**src/rtl/seven_seg_scan_decoder.sv**
```systemverilog
// Decodes a scanned, multiplexed 7-segment display back into per-position BCD digits.
// Latency: 2 sync flops + STABLE_CYCLES identical samples, then capture registers load.
// Backpressure: none; this passive monitor never stalls and drops nothing it can observe.
//
// Ports:
//   clk1, rst           single clock, asynchronous active-high reset
//   an[3:0]             one-hot anode select (1000=pos0 .. 0001=pos3)
//   seg[7:0]            active-low segments, [7:1]=a..g, [0]=dp (ignored)
//   digits[15:0]        {pos3,pos2,pos1,pos0}; 4'hF = blank or illegal
//   valid/err[3:0]      per-position good digit / last pattern illegal
//   upd, upd_pos        capture pulse and its position
//   frame_done          pulse when all four positions have been captured
//   result_dec[6:0]     pos1*10 + pos0 when both are valid, else 0
//   stale               no capture for TIMEOUT_CYCLES
module seven_seg_scan_decoder #(
    parameter int STABLE_CYCLES  = 4,
    parameter int TIMEOUT_CYCLES = 1000000,
    parameter int TO_W           = 20
) (
    input  logic        clk1,
    input  logic        rst,
    input  logic [3:0]  an,
    input  logic [7:0]  seg,
    output logic [15:0] digits,
    output logic [3:0]  valid,
    output logic [3:0]  err,
    output logic        upd,
    output logic [1:0]  upd_pos,
    output logic        frame_done,
    output logic [6:0]  result_dec,
    output logic        stale
);

    localparam int CNT_W = (STABLE_CYCLES > 2) ? $clog2(STABLE_CYCLES) : 1;
    localparam logic [CNT_W-1:0] CNT_MAX  = CNT_W'(STABLE_CYCLES - 1);
    localparam logic [CNT_W-1:0] CNT_ARM  = CNT_W'(STABLE_CYCLES - 2);
    localparam logic [TO_W-1:0]  TO_MAX   = TO_W'(TIMEOUT_CYCLES);
    localparam logic [TO_W-1:0]  TO_LAST  = TO_W'(TIMEOUT_CYCLES - 1);

    // Decimal point carries no digit information.
    logic unused_dp;
    assign unused_dp = seg[0];

    // Returns {digit[3:0], valid, err}.
    function automatic logic [5:0] decode7(input logic [6:0] s);
        case (s)
            7'b0000001: decode7 = {4'd0, 2'b10};
            7'b1001111: decode7 = {4'd1, 2'b10};
            7'b0010010: decode7 = {4'd2, 2'b10};
            7'b0000110: decode7 = {4'd3, 2'b10};
            7'b1001100: decode7 = {4'd4, 2'b10};
            7'b0100100: decode7 = {4'd5, 2'b10};
            7'b0100000: decode7 = {4'd6, 2'b10};
            7'b0001111: decode7 = {4'd7, 2'b10};
            7'b0000000: decode7 = {4'd8, 2'b10};
            7'b0000100: decode7 = {4'd9, 2'b10};
            7'b1111111: decode7 = {4'hF, 2'b00};
            default:    decode7 = {4'hF, 2'b01};
        endcase
    endfunction

    logic [3:0]       an_m_q, an_s_q;
    logic [6:0]       seg_m_q, seg_s_q;
    logic [10:0]      prev_q;
    logic [CNT_W-1:0] cnt_q, cnt_d;
    logic [15:0]      digits_q, digits_d;
    logic [3:0]       valid_q, valid_d;
    logic [3:0]       err_q, err_d;
    logic [3:0]       seen_q, seen_d;
    logic             upd_q, frame_q, frame_d, stale_q, stale_d;
    logic [1:0]       upd_pos_q, upd_pos_d;
    logic [6:0]       result_q, result_d;
    logic [TO_W-1:0]  to_q, to_d;

    logic        onehot, stable, cap;
    logic [1:0]  pos;
    logic [5:0]  dec;
    logic [3:0]  seen_set;

    assign onehot = (an_s_q != 4'd0) && ((an_s_q & (an_s_q - 4'd1)) == 4'd0);
    assign stable = onehot && ({an_s_q, seg_s_q} == prev_q);
    // Fires only on the transition into saturation, so one capture per dwell.
    assign cap    = stable && (cnt_q == CNT_ARM);
    assign dec    = decode7(seg_s_q);

    always_comb begin
        case (an_s_q)
            4'b1000: pos = 2'd0;
            4'b0100: pos = 2'd1;
            4'b0010: pos = 2'd2;
            default: pos = 2'd3;
        endcase
    end

    always_comb begin
        cnt_d = '0;
        if (stable) begin
            cnt_d = (cnt_q == CNT_MAX) ? cnt_q : cnt_q + 1'b1;
        end
    end

    always_comb begin
        digits_d  = digits_q;
        valid_d   = valid_q;
        err_d     = err_q;
        seen_d    = seen_q;
        frame_d   = 1'b0;
        stale_d   = stale_q;
        upd_pos_d = upd_pos_q;
        to_d      = to_q;
        seen_set  = seen_q | (4'b0001 << pos);
        if (cap) begin
            digits_d[{pos, 2'b00} +: 4] = dec[5:2];
            valid_d[pos] = dec[1];
            err_d[pos]   = dec[0];
            upd_pos_d    = pos;
            stale_d      = 1'b0;
            to_d         = '0;
            if (seen_set == 4'b1111) begin
                frame_d = 1'b1;
                seen_d  = 4'b0000;
            end else begin
                seen_d  = seen_set;
            end
        end else if (to_q == TO_LAST) begin
            valid_d = 4'b0000;
            stale_d = 1'b1;
            seen_d  = 4'b0000;
            to_d    = TO_MAX;
        end else if (to_q != TO_MAX) begin
            to_d    = to_q + 1'b1;
        end
    end

    // Tracks the registered digits, so it lags a pos0/pos1 capture by one cycle.
    always_comb begin
        result_d = 7'd0;
        if (valid_q[1:0] == 2'b11) begin
            result_d = {digits_q[7:4], 3'b000} + {2'b00, digits_q[7:4], 1'b0}
                     + {3'b000, digits_q[3:0]};
        end
    end

    always_ff @(posedge clk1 or posedge rst) begin
        if (rst) begin
            an_m_q    <= '0;
            an_s_q    <= '0;
            seg_m_q   <= '0;
            seg_s_q   <= '0;
            prev_q    <= '0;
            cnt_q     <= '0;
            digits_q  <= 16'hFFFF;
            valid_q   <= '0;
            err_q     <= '0;
            seen_q    <= '0;
            upd_q     <= 1'b0;
            upd_pos_q <= '0;
            frame_q   <= 1'b0;
            result_q  <= '0;
            stale_q   <= 1'b0;
            to_q      <= '0;
        end else begin
            an_m_q    <= an;
            an_s_q    <= an_m_q;
            seg_m_q   <= seg[7:1];
            seg_s_q   <= seg_m_q;
            prev_q    <= {an_s_q, seg_s_q};
            cnt_q     <= cnt_d;
            digits_q  <= digits_d;
            valid_q   <= valid_d;
            err_q     <= err_d;
            seen_q    <= seen_d;
            upd_q     <= cap;
            upd_pos_q <= upd_pos_d;
            frame_q   <= frame_d;
            result_q  <= result_d;
            stale_q   <= stale_d;
            to_q      <= to_d;
        end
    end

    assign digits     = digits_q;
    assign valid      = valid_q;
    assign err        = err_q;
    assign upd        = upd_q;
    assign upd_pos    = upd_pos_q;
    assign frame_done = frame_q;
    assign result_dec = result_q;
    assign stale      = stale_q;

endmodule

```
**config.mk**
```make
export PLATFORM = sky130hd
export DESIGN_NAME = seven_seg_scan_decoder
export DESIGN_NICKNAME = d
export VERILOG_FILES = /design/src/rtl/seven_seg_scan_decoder.sv
export SDC_FILE = /design/constraint.sdc
export NUM_CORES = 1
export LEC_CHECK = 0
export BUFFER_PORTS_ARGS = -buffer_cell sky130_fd_sc_hd__buf_2
export CAP_MARGIN = 10
export CORE_MARGIN = 4
export CORE_UTILIZATION = 45
export DETAILED_ROUTE_END_ITERATION = 12
export MAX_ROUTING_LAYER = met4
export PLACE_DENSITY_LB_ADDON = 0.15
export SLEW_MARGIN = 5
export SYNTH_ARGS = -nofsm -noshare
export SYNTH_HDL_FRONTEND = slang
export SYNTH_SLANG_ARGS = --single-unit
export TNS_END_PERCENT = 20
```
**constraint.sdc**
```tcl
create_clock -name clk1 -period 3.7 [get_ports clk1]
set_clock_uncertainty 0.2 [all_clocks]
set_input_delay 0.185 -clock clk1 [delete_from_list [all_inputs] [get_ports clk1]]
set_output_delay 0.185 -clock clk1 [all_outputs]
set_load 0.02 [all_outputs]
```
# ---- Word-level counts from Yosys, hierarchy flattened
# Cells that the tools add are included.
dict set report totals {
  regBits 95
  word_cells 80
  output_inout_bits 36
  in_bits 14
}
dict set report op_classes {
  add_sub_neg 6
  order_cmp 2
  reduce_logical 9
  mux 21
  shift 3
  bitwise 2
  eq_ne 21
}
# operator n
set op_table {}
lappend op_table {{case mux 6 bit (11 select lines)} 1}
lappend op_table {{2-to-1 mux 20 bit} 3}
lappend op_table {{equality test 7 bit, second input constant} 3}
lappend op_table {{adder 20 x 1 -> 20 bit, second input constant} 1}
lappend op_table {{equality test 20 bit, second input constant} 1}
lappend op_table {{!= test 20 bit, second input constant} 1}
lappend op_table {{bitwise mux 16 bit} 1}
lappend op_table {{2-to-1 mux 4 bit} 4}
lappend op_table {{variable shift 4 x 6 -> 16 bit, first input constant} 1}
lappend op_table {{indexed part select 4 x 6 -> 16 bit} 1}
lappend op_table {{equality test 7 x 3 -> 1 bit, second input constant} 2}
lappend op_table {{equality test 7 x 6 -> 1 bit, second input constant} 2}
lappend op_table {{equality test 11 bit} 1}
lappend op_table {{bitwise mux 4 bit} 2}
lappend op_table {{equality test 4 bit, second input constant} 2}
lappend op_table {{adder 7 x 4 -> 7 bit} 1}
lappend op_table {{adder 7 x 5 -> 7 bit} 1}
lappend op_table {{equality test 7 x 1 -> 1 bit, second input constant} 1}
lappend op_table {{equality test 7 x 4 -> 1 bit, second input constant} 1}
lappend op_table {{equality test 7 x 5 -> 1 bit, second input constant} 1}
lappend op_table {{logical NOT 7 bit} 1}
lappend op_table {{2-to-1 mux 7 bit} 1}
lappend op_table {{equality test 2 bit, second input constant} 3}
lappend op_table {{negation 4 -> 6 bit} 1}
lappend op_table {{other kinds (19)} 27}

# ---- Depth between registers and ports, before layout
dict set report depth {
  depth_word 8
  mapped_depth 10
  ltp_nobuf 9
}

# ---- Least setup slack after synthesis
# No wires, ideal clock.
dict set report synth_timing {
  kind {reg-to-reg}
  from {register an_s_q[1]}
  to {register err_q[3] (netlist: err[3])}
  required_ps 3375
  arrival_time_ps 2339
  n_path_buf 1
  slack_ps 1036
  stages_incl_launch_ff 8
  period_less_slack_ps 2664
  setup_time_ps 125
  cell_sequence {dfrtp_1 buf_6 and4bb_1 a31oi_1 a2111o_1 or4_4 nor2_8 mux2_2}
}
dict set report synth_between {
  elab_chain_len 7
  word_cells_on_any_way 18
  classes_between {add/sub (1); order compare (2); eq/ne (4); mux (4); bitwise (1); reduce/logical (6)}
}
# element line_no
set synth_rtl {}
lappend synth_rtl {{start: declaration} 62} ;# logic [3:0] an_m_q, an_s_q;
lappend synth_rtl {{start signal: assignment} 164} ;# an_s_q <= an_m_q;
lappend synth_rtl {{equality test 4 x 2 -> 1 bit (tied with other cells)} 87} ;# case (an_s_q)
lappend synth_rtl {{case mux 2 bit (3 select lines)} 87}
lappend synth_rtl {{< comparator 2 x 3 -> 1 bit (implied by the code) / greater-or-equal comparator 2 x 1 -> 1 bit (equally long branches)} 115} ;# err_d[pos] = dec[0];
lappend synth_rtl {{logical AND 1 bit (implied by the code)} 115}
lappend synth_rtl {{2-to-1 mux 1 bit (implied by the code)} 115}
lappend synth_rtl {{demux 1 bit (select 2 bit)} 115}
lappend synth_rtl {{bitwise mux 4 bit} 115}
lappend synth_rtl {{end signal: assignment} 171} ;# err_q <= err_d;
lappend synth_rtl {{end: declaration} 68} ;# logic [3:0] err_q, err_d;
# Parallel ways exist; a longest one is shown, timed or not.
# A chain may end at the register's enable or synchronous reset.

# ---- Final worst setup path
# Same ends and word-level chain as after synthesis.

==> results.py <==
metrics = {
    "placed_design": {
        "port_buffers": 48,
        "gp_congestion": 0.8315,
        "dpl_cell_area_um2": 4737,
        "dp_hpwl_um": 5896,
        "dp_cells": 545,
        "dp_slack_ps": 838.6,
    },
    "timing": {
        "finalSetupViolCount": 0,
        "hold_viol": 0,
        "rsz0062_at_grt": "false",
        "tns_ps": 0,
        "slew_violations": 0,
        "fin_crit_sh": 0.7735,
        "fmaxAchievable_mhz": 349.4,
        "tightest_slew_ps": 637.7,
        "fin_ws_ps": 837.9,
        "fin_crit_ps": 2862,
        "holdWs_ps": 68.31,
        "maxSlewHeadroom": 0.5740,
    },
    "grt": {
        "grt_max_degree": 48,
        "antenna_found_initial": 0,
        "grt_pass1_wl_um": 14310,
        "first_global_vias": 2883,
        "grt_usage": 0.1631,
        "grt_busiest_layer": "met2",
        "met3_usage": 0.04094,
        "grtUsageMet2": 0.2496,
        "overflow": 0,
        "use_met1": 0.2150,
    },
    "worst_setup_path": {
        "path_class": "flop to flop",
        "end_kind": "flop",
        "crit_chain": "and4bb_1 -> a31oi_1 -> a2111o_1 -> or4_4 -> nor2_8 -> mux2_2",
        "critPathSlowestCell": "or4_4",
        "worstPathArrival_ps": 2920,
        "cpPeakStageDelay_ps": 620,
        "path_buf_inv": 0,
        "critPathMaxFanout": 10,
        "required_ps": 3760,
        "cp_top_family": "simple AND/OR/NAND/NOR gates",
        "start_kind": "flop",
    },
    "cells_and_area": {
        "drive_gt1_frac": 0.2590,
        "syn2layout_area_growth_pct": 16.02,
        "final_cells": 573,
        "layout_commonest_cell": "dfrtp_1",
        "stdcell_area_um2": 5075,
        "fin_nets": 471,
        "final_cell_mix": "dfrtp_1, nor2_1, buf_2",
        "post-route-util": 0.5415,
        "diodes": 0,
    },
    "logic_synthesis": {
        "avgSynthCellArea_um2": 11.57,
        "ys_seq_elements": 95,
        "synth-warning-count": 0,
        "ys_seq_area_frac": 0.5481,
        "syn_inst": 378,
        "yosysUniqueCellTypes": 56,
        "synth_edf_count": 0,
        "synth_area_um2": 4374,
        "synth_flop_cell": "dfrtp_1",
        "syn_nets": 410,
        "async_flop_share": 1.000,
    },
    "cts": {
        "postCtsSetupBuffers": 0,
        "cts_tree": "yes",
        "ctsResizeCount": 0,
        "clock_sinks": 95,
        "cts_max_level": 3,
        "clock_latency_ps": 370,
        "clk_path_buf_depth": 2,
        "cts_buffers": 9,
        "clkTransAtPathRegs_ps": 90,
        "root_buffer": "clkbuf_8",
    },
    "outcome": {
        "status": "complete, no violations",
    },
    "detailed_routing": {
        "wl_per_cell_um": 14.40,
        "ant_nets": 0,
        "routed_wl_um": 8254,
        "drc": 0,
        "vias": 2913,
        "vias_per_cell": 5.084,
        "drt_first_iter_violations": 110,
        "dr.pass1.iters": 4,
    },
    "hold_path": {
        "hp-class": "input port to asynchronous set/reset pin",
    },
    "die": {
        "dieHeight_um": 106.6,
        "initial_core_util": 0.4668,
        "rows": 35,
        "die_w_um": 106.6,
        "io_pins": 50,
        "fp.dieArea_um2": 11360,
        "coreArea_um2": 9371,
    },
    "pwr": {
        "power_mw": 1.919,
        "peakVddDrop_uv": 211.5,
        "power_density_nw_per_um2": 378.2,
        "leakagePower_nw": 2.491,
    },
    "run": {
        "drv_cap": 0,
    },
}
-- logic make-up (layout without fill, tap and decap cells) --
logic type / Yosys count / after routing / share of synthesized area
XOR/XNOR: 32 / 32 / 0.06407
buffers and inverters: 34 / 100 / 0.03318
AO/OA/AOI/OAI: 46 / 46 / 0.08209
flip-flops: 95 / 95 / 0.5481
multiplexers: 22 / 22 / 0.05635
adder cells (fa/ha/maj): 18 / 18 / 0.05492
AND/OR/NAND/NOR: 131 / 131 / 0.1613
-- path summary, 6_finish.rpt --
| path | startpoint | to | slack, ps | depth (start not counted) |
|---|---|---|---|---|
| worst max register to register | an_s_q[1] | err[3] | 840 | 6 |
| min in group clk1 | an_m_q[3] | an_s_q[3] | 150 | 0 |
| worst max-delay path | an_s_q[1] | err[3] | 840 | 6 |
| max in group asynchronous | rst | digits[12] | 2400 | 4 |
| worst min-delay path | rst | to_q[1] | 70 | 3 |
| worst min register to register | an_m_q[3] | an_s_q[3] | 150 | 0 |
-- synthesized netlist by cell type (all sizes together) (2+ instances only) --
| cell | n | area, µm² |
|---|---|---|
| nor4 | 5 | 43.79 |
| nor2b | 6 | 37.54 |
| nand4 | 7 | 43.79 |
| and3 | 10 | 62.56 |
| dfstp | 16 | 420.4 |
| nor2 | 53 | 215.2 |
| nand4b | 2 | 17.52 |
| a22o | 4 | 35.03 |
| nand3 | 9 | 45.04 |
| ha | 16 | 200.2 |
| a211oi | 2 | 20.02 |
| nand2b | 2 | 12.51 |
| and2 | 2 | 12.51 |
| inv | 20 | 75.07 |
| or3 | 5 | 31.28 |
| a31oi | 7 | 43.79 |
| a21o | 2 | 15.01 |
| xnor2 | 11 | 96.34 |
| a21oi | 10 | 50.05 |
| dfrtp | 79 | 1977 |
| mux2 | 21 | 236.5 |
| buf | 5 | 36.28 |
| o21ai | 9 | 45.04 |
| nor3 | 2 | 10.01 |
| o41ai | 2 | 55.05 |
| nand2 | 14 | 52.55 |
| xor2 | 21 | 183.9 |
| clkbuf | 9 | 33.78 |
| and4 | 2 | 17.52 |
| or4 | 5 | 42.54 |
| fa | 2 | 40.04 |
-- where the power goes --
group / switching [mW] / internal [mW]
Clock: 0.369 / 0.385
Sequential: 0.0216 / 1.06
Combinational: 0.0522 / 0.0356
Total: 0.442 / 1.48
-- state kept, by name (all words and copies together) (netlist names) --
name        count
stale           1
an_m_q          4
err             4
valid           4
seen_q          4
prev_q         11
result_dec      7
digits         16
seg_s_q         7
to_q           20
seg_m_q         7
cnt_q           2
upd             1
upd_pos         2
frame_done      1
an_s_q          4
-- worst register-to-register path: cells and delay by family, from the launching register on --
kind / cells / cell delay, ps
flip-flops: 1 / 510
AND/OR/NAND/NOR: 3 / 1120
AO/OA/AOI/OAI: 2 / 590
multiplexers: 1 / 340
-- final cells by class --
cell class	count	area, µm²
multi-input cells	249	1832
repair buffers	64	390.4
clock inverters	6	90.09
flip-flops and latches	95	2397
inverters	20	76.32
fillers	854	4297
clock buffers	10	127.6
well taps	129	161.4
-- layer usage --
metal	part of all wire	vias up
li1	-	1432
met1	0.47	1414
met2	0.48	56
met3	0.039	11
met4	0.015	0
met5	0	-
-- what timing repair did --
item,CTS,global route
endpoints found under the hold margin,58,0
hold buffers,12,0
endpoints found under the setup margin,0,0
Power figures use the tool's default switching activity.
